File: src/rtl/rv32_loader_pkg.sv
// Shared types and framing constants for the instruction memory loader.
`default_nettype none

package rv32_loader_pkg;

    typedef enum logic [2:0] {
        ST_IDLE  = 3'd0,
        ST_HDR   = 3'd1,
        ST_DATA  = 3'd2,
        ST_WRITE = 3'd3,
        ST_DONE  = 3'd4,
        ST_ERR   = 3'd5
    } loader_state_t;

    localparam int LDR_HDR_BYTES  = 4;
    localparam int LDR_WORD_BYTES = 4;

endpackage

`default_nettype wire

File: src/rtl/instr_mem_loader_if.sv
// Host byte link, instruction memory write port and status bundle of the loader.
`default_nettype none

interface instr_mem_loader_if #(
    parameter int MEM_SIZE = 16384
);
    localparam int ADDR_SIZE = $clog2(MEM_SIZE);

    logic                 Load_Start;
    logic                 Load_Abort;
    logic [7:0]           Byte_In;
    logic                 Byte_Valid;
    logic                 Byte_Ready;
    logic                 Wr_En;
    logic [ADDR_SIZE-1:0] Wr_Addr;
    logic [31:0]          Wr_Data;
    logic                 Core_Hold;
    logic                 Load_Busy;
    logic                 Load_Done;
    logic                 Load_Err;

    modport master (
        output Load_Start, Load_Abort, Byte_In, Byte_Valid,
        input  Byte_Ready, Wr_En, Wr_Addr, Wr_Data,
        input  Core_Hold, Load_Busy, Load_Done, Load_Err
    );

    modport slave (
        input  Load_Start, Load_Abort, Byte_In, Byte_Valid,
        output Byte_Ready, Wr_En, Wr_Addr, Wr_Data,
        output Core_Hold, Load_Busy, Load_Done, Load_Err
    );

endinterface

`default_nettype wire

File: src/rtl/instr_word_packer.sv
// Little-endian byte-to-word packer; Word_Out is the completed word in the cycle Word_Full is high.
`default_nettype none

module instr_word_packer
    import rv32_loader_pkg::*;
(
    input  logic        Clk_Core,
    input  logic        Rst_Core_N,
    input  logic        Clear,
    input  logic [7:0]  Byte_In,
    input  logic        Byte_Take,
    output logic [31:0] Word_Out,
    output logic        Word_Full
);

    logic [1:0]  cnt_q, cnt_d;
    logic [23:0] shreg_q, shreg_d;

    // Only three bytes of history are kept; the fourth is taken straight from the input.
    assign Word_Out  = {Byte_In, shreg_q};
    assign Word_Full = Byte_Take && (cnt_q == 2'(LDR_WORD_BYTES - 1));

    always_comb begin
        cnt_d   = cnt_q;
        shreg_d = shreg_q;
        if (Clear) begin
            cnt_d = 2'd0;
        end else if (Byte_Take) begin
            cnt_d   = cnt_q + 2'd1;
            shreg_d = {Byte_In, shreg_q[23:8]};
        end
    end

    always_ff @(posedge Clk_Core) begin
        if (!Rst_Core_N) begin
            cnt_q   <= 2'd0;
            shreg_q <= 24'd0;
        end else begin
            cnt_q   <= cnt_d;
            shreg_q <= shreg_d;
        end
    end

endmodule

`default_nettype wire

File: src/rtl/instr_mem_loader.sv
// Instruction memory loader: parses a length-prefixed byte stream and writes words from address 0 upward.
`default_nettype none

module instr_mem_loader
    import rv32_loader_pkg::*;
#(
    parameter int DWIDTH   = 32,
    parameter int MEM_SIZE = 16384
) (
    input  logic              Clk_Core,
    input  logic              Rst_Core_N,
    instr_mem_loader_if.slave bus
);

    localparam int ADDR_SIZE = $clog2(MEM_SIZE);

    loader_state_t        state_q, state_d;
    logic                 hdr_full_q, hdr_full_d;
    logic [31:0]          n_q, n_d;
    logic [ADDR_SIZE:0]   word_cnt_q, word_cnt_d;
    logic [ADDR_SIZE-1:0] wr_addr_q, wr_addr_d;
    logic [DWIDTH-1:0]    wr_data_q, wr_data_d;

    logic                 byte_ready;
    logic                 byte_take;
    logic                 pk_clear;
    logic                 word_full;
    logic [31:0]          word_out;

    // Header is latched one cycle before it is judged, so no byte is taken in that cycle.
    assign byte_ready = !bus.Load_Abort &&
                        ((state_q == ST_HDR && !hdr_full_q) || state_q == ST_DATA);
    assign byte_take  = byte_ready && bus.Byte_Valid;

    instr_word_packer u_packer (
        .Clk_Core   (Clk_Core),
        .Rst_Core_N (Rst_Core_N),
        .Clear      (pk_clear),
        .Byte_In    (bus.Byte_In),
        .Byte_Take  (byte_take),
        .Word_Out   (word_out),
        .Word_Full  (word_full)
    );

    always_comb begin
        state_d    = state_q;
        hdr_full_d = hdr_full_q;
        n_d        = n_q;
        word_cnt_d = word_cnt_q;
        wr_addr_d  = wr_addr_q;
        wr_data_d  = wr_data_q;
        pk_clear   = 1'b0;

        case (state_q)
            ST_IDLE, ST_DONE, ST_ERR: begin
                if (bus.Load_Start) begin
                    state_d    = ST_HDR;
                    hdr_full_d = 1'b0;
                    word_cnt_d = '0;
                    wr_addr_d  = '0;
                    pk_clear   = 1'b1;
                end
            end
            ST_HDR: begin
                if (bus.Load_Abort) begin
                    state_d  = ST_ERR;
                    pk_clear = 1'b1;
                end else if (hdr_full_q) begin
                    if (n_q == 32'd0)
                        state_d = ST_DONE;
                    else if (n_q > 32'(MEM_SIZE))
                        state_d = ST_ERR;
                    else
                        state_d = ST_DATA;
                end else if (word_full) begin
                    n_d        = word_out;
                    hdr_full_d = 1'b1;
                end
            end
            ST_DATA: begin
                if (bus.Load_Abort) begin
                    state_d  = ST_ERR;
                    pk_clear = 1'b1;
                end else if (word_full) begin
                    wr_data_d = word_out;
                    state_d   = ST_WRITE;
                end
            end
            ST_WRITE: begin
                word_cnt_d = word_cnt_q + 1'b1;
                if (wr_addr_q != ADDR_SIZE'(MEM_SIZE - 1))
                    wr_addr_d = wr_addr_q + 1'b1;
                if (bus.Load_Abort)
                    state_d = ST_ERR;
                else if (word_cnt_d == n_q[ADDR_SIZE:0])
                    state_d = ST_DONE;
                else
                    state_d = ST_DATA;
            end
            default: state_d = ST_IDLE;
        endcase
    end

    always_ff @(posedge Clk_Core) begin
        if (!Rst_Core_N) begin
            state_q    <= ST_IDLE;
            hdr_full_q <= 1'b0;
            n_q        <= '0;
            word_cnt_q <= '0;
            wr_addr_q  <= '0;
            wr_data_q  <= '0;
        end else begin
            state_q    <= state_d;
            hdr_full_q <= hdr_full_d;
            n_q        <= n_d;
            word_cnt_q <= word_cnt_d;
            wr_addr_q  <= wr_addr_d;
            wr_data_q  <= wr_data_d;
        end
    end

    assign bus.Byte_Ready = byte_ready;
    assign bus.Wr_En      = (state_q == ST_WRITE);
    assign bus.Wr_Addr    = wr_addr_q;
    assign bus.Wr_Data    = wr_data_q;
    assign bus.Load_Busy  = (state_q == ST_HDR) || (state_q == ST_DATA) || (state_q == ST_WRITE);
    assign bus.Core_Hold  = bus.Load_Busy;
    assign bus.Load_Done  = (state_q == ST_DONE);
    assign bus.Load_Err   = (state_q == ST_ERR);

endmodule

`default_nettype wire

File: src/flat_wrapper.sv
// flat-port wrapper written by rule: the top's interface ports become plain ports
module instr_mem_loader_flat import rv32_loader_pkg::*;
#(
    parameter int DWIDTH   = 32,
    parameter int MEM_SIZE = 16384
)
  (Clk_Core, Rst_Core_N, bus_Load_Start, bus_Load_Abort, bus_Byte_In, bus_Byte_Valid, bus_Byte_Ready, bus_Wr_En, bus_Wr_Addr, bus_Wr_Data, bus_Core_Hold, bus_Load_Busy, bus_Load_Done, bus_Load_Err);
  instr_mem_loader_if #(.MEM_SIZE(MEM_SIZE)) bus_i ();
  input  logic Clk_Core;
  input  logic Rst_Core_N;
  input wire logic [$bits(bus_i.Load_Start)-1:0] bus_Load_Start;
  input wire logic [$bits(bus_i.Load_Abort)-1:0] bus_Load_Abort;
  input wire logic [$bits(bus_i.Byte_In)-1:0] bus_Byte_In;
  input wire logic [$bits(bus_i.Byte_Valid)-1:0] bus_Byte_Valid;
  output wire logic [$bits(bus_i.Byte_Ready)-1:0] bus_Byte_Ready;
  output wire logic [$bits(bus_i.Wr_En)-1:0] bus_Wr_En;
  output wire logic [$bits(bus_i.Wr_Addr)-1:0] bus_Wr_Addr;
  output wire logic [$bits(bus_i.Wr_Data)-1:0] bus_Wr_Data;
  output wire logic [$bits(bus_i.Core_Hold)-1:0] bus_Core_Hold;
  output wire logic [$bits(bus_i.Load_Busy)-1:0] bus_Load_Busy;
  output wire logic [$bits(bus_i.Load_Done)-1:0] bus_Load_Done;
  output wire logic [$bits(bus_i.Load_Err)-1:0] bus_Load_Err;
  assign bus_i.Load_Start = bus_Load_Start;
  assign bus_i.Load_Abort = bus_Load_Abort;
  assign bus_i.Byte_In = bus_Byte_In;
  assign bus_i.Byte_Valid = bus_Byte_Valid;
  assign bus_Byte_Ready = bus_i.Byte_Ready;
  assign bus_Wr_En = bus_i.Wr_En;
  assign bus_Wr_Addr = bus_i.Wr_Addr;
  assign bus_Wr_Data = bus_i.Wr_Data;
  assign bus_Core_Hold = bus_i.Core_Hold;
  assign bus_Load_Busy = bus_i.Load_Busy;
  assign bus_Load_Done = bus_i.Load_Done;
  assign bus_Load_Err = bus_i.Load_Err;
  instr_mem_loader #(.DWIDTH(DWIDTH), .MEM_SIZE(MEM_SIZE)) u_core (.Clk_Core(Clk_Core), .Rst_Core_N(Rst_Core_N), .bus(bus_i));
endmodule
File: config.mk
export PLATFORM = sky130hd
export DESIGN_NAME = instr_mem_loader_flat
export DESIGN_NICKNAME = d
export VERILOG_FILES = /design/src/rtl/rv32_loader_pkg.sv /design/src/rtl/instr_mem_loader_if.sv /design/src/rtl/instr_word_packer.sv /design/src/rtl/instr_mem_loader.sv /design/src/flat_wrapper.sv
export SDC_FILE = /design/constraint.sdc
export NUM_CORES = 1
export LEC_CHECK = 0
export ABC_AREA = 1
export CORE_MARGIN = 10
export CORE_UTILIZATION = 63
export DETAILED_ROUTE_END_ITERATION = 12
export DONT_BUFFER_PORTS = 1
export GPL_TIMING_DRIVEN = 0
export PLACE_DENSITY_LB_ADDON = 0.1
export SETUP_SLACK_MARGIN = 0.05
export SLEW_MARGIN = 20
export SYNTH_ARGS = -nofsm -noshare
export SYNTH_HDL_FRONTEND = slang
export SYNTH_HIERARCHICAL = 1
export SYNTH_SLANG_ARGS = --single-unit
File: constraint.sdc
create_clock -name Clk_Core -period 2.5 [get_ports Clk_Core]
set_input_delay 0.25 -clock Clk_Core [delete_from_list [all_inputs] [get_ports Clk_Core]]
set_output_delay 0.25 -clock Clk_Core [all_outputs]
set_load 0.01 [all_outputs]
# Word-level counts from Yosys, hierarchy flattened
# Cells that the tools add are included.
[classes]
order_cmp = 1
n_bitwise = 4
muxes = 23
eq_ne = 13
addsub = 3
n_reduce_logical = 23
[op_table]
columns = ["operator", "n"]
rows = [
  ["32-bit by 15-bit > comparator with 1-bit output (second input constant)", 1],
  ["32-bit zero test", 1],
  ["15-bit case mux with 2 select lines", 1],
  ["14-bit 2-to-1 mux", 2],
  ["14-bit case mux with 2 select lines", 1],
  ["3-bit 2-to-1 mux", 9],
  ["15-bit by 1-bit adder with 15-bit output (second input constant)", 1],
  ["15-bit == test", 1],
  ["15-bit 2-to-1 mux", 1],
  ["14-bit by 1-bit adder with 14-bit output (second input constant)", 1],
  ["14-bit != test (second input constant)", 1],
  ["3-bit case mux with 4 select lines", 1],
  ["3-bit AND reduction", 4],
  ["3-bit by 2-bit == test with 1-bit output (second input constant)", 2],
  ["3-bit == test (second input constant)", 2],
  ["1-bit 2-to-1 mux", 6],
  ["1-bit logical AND", 4],
  ["2-bit != test (second input constant)", 2],
  ["1-bit inverter", 4],
  ["1-bit case mux with 2 select lines", 2],
  ["2-bit AND reduction", 2],
  ["4-bit AND reduction", 1],
  ["2-bit nonzero test", 2],
  ["2-bit OR reduction", 2],
  ["10 further kinds", 13],
]
[totals]
ff_bits = 123
elab_cells = 75
inputBits = 13
output_inout_bits = 52

# Longest topological paths before layout
[logic_depth]
ltp_word = 10
ltp_mapped = 17
depth_no_buf = 17

# Modules after synthesis
# The synthesis kept the hierarchy.
[by_module_without_submodules]
columns = ["mod", "n_inst", "seq_area_each_um2", "cells_per_inst", "area_each_um2"]
rows = [
  ["instr_mem_loader", 1, 1941.9, 655, 4450.5],
  ["instr_word_packer", 1, 520.5, 176, 1194.9],
]

# Least setup slack after synthesis
# Ideal clock, no wire load.
[synth_path]
kind = "flip-flop to flip-flop"
from = "reg u_core.state_q[1]"
to = "reg u_core.n_q[28]"
n_path_buf = 3
arrival_ns = 1.997
required_ns = 2.372
slack_ns = 0.375
period_less_slack_ns = 2.125
path_stages_with_launch = 16
setup_time_ns = 0.128
path_cell_list = "dfxtp_1 inv_1 nor2_1 inv_1 nor2_1 inv_1 nor2_1 o21a_1 buf_6 buf_2 nand2_1 inv_1 nand2_1 clkbuf_1 o21ai_0 a21oi_1"
[synth_via]
elab_chain_len = 7
elab_cells_between_ends = 8
classes_between = "2 x eq/ne; 6 x reduce/logical"
[synth_lines]
columns = ["item", "line_no", "rtl"]
rows = [
  ["start, declared", "instr_mem_loader.sv:17", "loader_state_t state_q, state_d;"],
  ["start signal, assigned", "instr_mem_loader.sv:113", "state_q <= state_d;"],
  ["3-bit by 1-bit == test with 1-bit output", "instr_mem_loader.sv:32", "((state_q == ST_HDR && !hdr_full_q) || state_q == ST_DATA);"],
  ["1-bit logical AND", "instr_mem_loader.sv:32", ""],
  ["1-bit logical OR *", "instr_mem_loader.sv:32", ""],
  ["1-bit logical AND *", "instr_mem_loader.sv:31", "assign byte_ready = !bus.Load_Abort &&"],
  ["1-bit logical AND *", "instr_mem_loader.sv:33", "assign byte_take = byte_ready && bus.Byte_Valid;"],
  ["named net u_core.byte_take", "instr_mem_loader.sv:25", "logic byte_take;"],
  ["1-bit logical AND *", "instr_word_packer.sv:21", "assign Word_Full = Byte_Take && (cnt_q == 2'(LDR_WORD_BYTES - 1));"],
  ["named net u_core.word_full", "instr_mem_loader.sv:27", "logic word_full;"],
  ["4-bit AND reduction (no source line) *", "n/a", ""],
  ["end signal, assigned", "instr_mem_loader.sv:115", "n_q <= n_d;"],
  ["end, declared", "instr_mem_loader.sv:19", "logic [31:0] n_q, n_d;"],
]
# The timed path passes the listed nets; every way through them passes the cells marked *.
# A chain may end at the register's enable or synchronous reset.

# Final worst setup path
[layout_path]
from = "reg u_core.state_q[1]"
to = "out bus_Wr_En"
[layout_via]
elab_chain_len = 1
[layout_lines]
columns = ["item", "line_no", "rtl"]
rows = [
  ["3-bit by 2-bit == test with 1-bit output", "instr_mem_loader.sv:123", "assign bus.Wr_En = (state_q == ST_WRITE);"],
  ["end, declared", "flat_wrapper.sv:16", "output wire logic [$bits(bus_i.Wr_En)-1:0] bus_Wr_En;"],
]
# Every way passes these cells.

==> flow_summary.toml <==
[status]
outcome = "complete, no violations"

[cts]
cts_buffers = 17
clk_pin_slew_ns = 0.06
cts_root_buf = "clkbuf_8"
cts_tree = "yes"
clk_path_buf_depth = 2
htreeDepth = 4
cts_sinks = 123
insertion_delay_ns = 0.52

[die]
start_util_pct = 64.73
die_h_um = 114.7
die_area_um2 = 13150
design.core.area_um2 = 8721
num_rows = 34
ios = 65
dieWidth_um = 114.7

[sta]
fin_skew_ns = 0.01357
tightest_slew_ns = 0.5613
rsz0062_at_grt = "no"
finalHoldViolations = 0
relSlewSlack_pct = 62.58
setup_violations = 0
final.period_utilization_pct = 89.53
worst_slack_ns = 0.2616
slew_viol_final = 0
max_freq_ghz = 0.4468
period_minus_slack_ns = 2.238

[critical_path]
reg2reg_slack_ns = 0.31
crit_chain = "inv_1, nor2_1, inv_1, nor2_1, buf_6, clkbuf_1"
worstPathRequired_ns = 2.25
cpMaxStageDelayCell = "clkbuf_1"
worstReg2RegEnd = "u_core/n_q[14]"
crit_buf_inv = 4
crit_arrival_ns = 1.99
cp_top_family = "buffers and inverters"
crit_type = "reg -> out"
rr_startpoint = "u_core/state_q[1]"
worstPathMaxFanout = 10
end_kind = "output pin"
r2r_cells = 14
startpoint_type = "flip-flop"
slowest_delay_ns = 0.46

[synthesis]
synth-seq-area-share_pct = 43.62
yosys_warnings = 6
synth_common_cells = "161 x nor2_1, 150 x nand2_1, 123 x dfxtp_1"
syn_inst = 831
synth_top_cell_area_share_pct = 43.62
synth_seq_cells = 123
ys.flop_type = "dfxtp_1"
postSynthAreaPerCell_um2 = 6.794
synth.net_count = 847
synthArstFlopShare_pct = 0
post-synth-top-count-cell = "nor2_1"
yosysUniqueCellTypes = 33
yosys.area.top_type = "dfxtp_1"
synth_area_um2 = 5645
synth_edf_count = 0
synth.area.top_cells = "dfxtp_1 44%, nor2_1 11%, nand2_1 10%, inv_1 6.4%, o21ai_0 6.1%"

[final_layout]
n_fill_cell = 671
syn_to_final_growth_pct = 15.18
drive_gt1_share_pct = 10.54
antenna_cells = 0
final_nets = 876
multiInputGateArea_um2 = 2606
regArea_um2 = 2469

[power]
power_density_nw_per_um2 = 707.8
vdd_drop_max_mv = 0.6953
total_power_mw = 4.603
leakage_nw = 2.551

[detailed_routing]
vias = 5358
drc_errors = 0
ant_nets = 0
drt-pass1-iter-count = 5
vias_per_cell = 5.462
wl_met3_mm = 1.199
routedLengthMet1_mm = 5.864
routedWlPerCell_um = 14.96
maxUsedRoutingLayer = "met4"
drt_iter0_drc = 519
wl_met2_mm = 7.337
totalWireLength_mm = 14.68

[global_routing]
grtUsageTotal_pct = 22.13
grt_max_degree = 20
first_global_vias = 5042
antenna_found_initial = 0
grt_pass1_wl_mm = 23.85
overflow = 0

[place]
io_buffer_count = 0
gp_congestion = 0.9074
hpwl_mm = 10.43
pre_cts_ws_ns = -0.2322

[min_path]
hp-class = "in -> reg"
hp-start = "bus_Byte_In[5]"
min_to = "u_core/bus.Wr_Data[29]"
hold_depth = 3

[job]
drv_cap = 0
[per-layer routing]
metal / global-route usage (%) / vias up
li1: - / 2700
met1: 25.83 / 2429
met2: 38.17 / 200
met3: 5.975 / 29
met4: 7.352 / 0
met5: 0 / -
[timing repair]
item                                    in CTS  in global routing
gates resized for setup                     19                 16
setup buffers                                1                  1
endpoints found under the setup margin      67                 66
hold endpoints to repair                    11                  0
pin swaps                                    1                  0
cloned                                       0                  0
hold buffers                                 9                  0
[cell families after synthesis]
logic type	after synthesis	synth area share, %
buffers and inverters	142	10.77
AO/OA/AOI/OAI	142	12.92
flip-flops	123	43.62
XOR/XNOR	5	0.7757
adder cells (fa/ha/maj)	3	0.6650
AND/OR/NAND/NOR	416	31.25
[stage by stage]
| stage | instance area (µm²) | hold WS (ns) | TNS (ns) | cells | util, % |
|---|---|---|---|---|---|
| final | 6502 | 0.008304 | 0 | 981 | 74.56 |
| after global routing | 6502 | 0.02322 | 0 | 981 | 74.56 |
| after CTS | 6476 | 0.0008238 | 0 | 980 | 74.26 |
| after detailed placement | 5781 | 0.4459 | -8.991 | 939 | 66.28 |
| after global placement | 5781 | 0.4385 | -7.024 | 939 | 66.28 |
| after floorplan | 5645 | 0.4290 | 0 | 831 | - |
[worst max path at each step]
stage	startpoint	cells past startpoint	to
2_1_floorplan	u_core/state_q[1]	15	u_core/n_q[28]
3_3_place_gp	u_core/state_q[1]	16	u_core/bus.Wr_Data[8]
3_5_place_dp	u_core/state_q[1]	16	u_core/bus.Wr_Data[14]
4_1_cts	u_core/word_cnt_q[0]	14	u_core/state_q[1]
5_1_grt	u_core/word_cnt_q[0]	16	u_core/state_q[1]
6_report	u_core/state_q[1]	6	bus_Wr_En
[where the power goes]
part,internal (mW),switching (mW)
combinational,0.0981,0.184
sequential,1.98,0.0296
clock,1.37,0.936
total,3.45,1.15
[cells in the final DEF (no fill, tap or decap), types with 2 or more instances in the layout]
master,instances
nor2_2,6
nor3_1,8
a21oi_1,64
clkinv_4,4
clkbuf_8,2
o21ai_1,7
clkbuf_2,3
or2_2,2
dlygate4sd3_1,9
inv_2,3
inv_1,95
inv_6,4
dfxtp_1,118
nand3_1,64
buf_6,4
dfxtp_2,5
o21ai_0,64
clkinv_2,2
buf_2,7
nor2_1,158
nand4_1,14
clkbuf_1,13
xnor2_1,4
o21a_1,2
o211ai_1,2
buf_1,2
buf_4,14
nor3_2,3
clkbuf_16,16
nand2_2,4
a211oi_1,2
ha_1,2
nand2_1,148
nor2_4,4
inv_8,2
[tightest hold or removal path, stage by stage]
cell and delay [ns]:
buf_4 0.09, o21ai_0 0.08, nor2_1 0.08
[state kept, by name, indices dropped and copies added, names as in the netlist]
| signal | count |
|---|---|
| u_core/state_q | 3 |
| u_core/hdr_full_q | 1 |
| u_core/bus.Wr_Addr | 14 |
| u_core/u_packer/cnt_q | 2 |
| u_core/word_cnt_q | 15 |
| u_core/bus.Wr_Data | 32 |
| u_core/n_q | 32 |
| u_core/u_packer/shreg_q | 24 |
[cell type report]
class,instances,share of cell area (%)
multi-input combinational,566,40.08
clock inverter,13,2.040
clock buffer,19,6.638
sequential,123,37.96
tap,108,2.078
timing repair buffer,11,1.616
inverter,100,5.811
buffer,41,3.771
(Power assumes the default switching activity.)
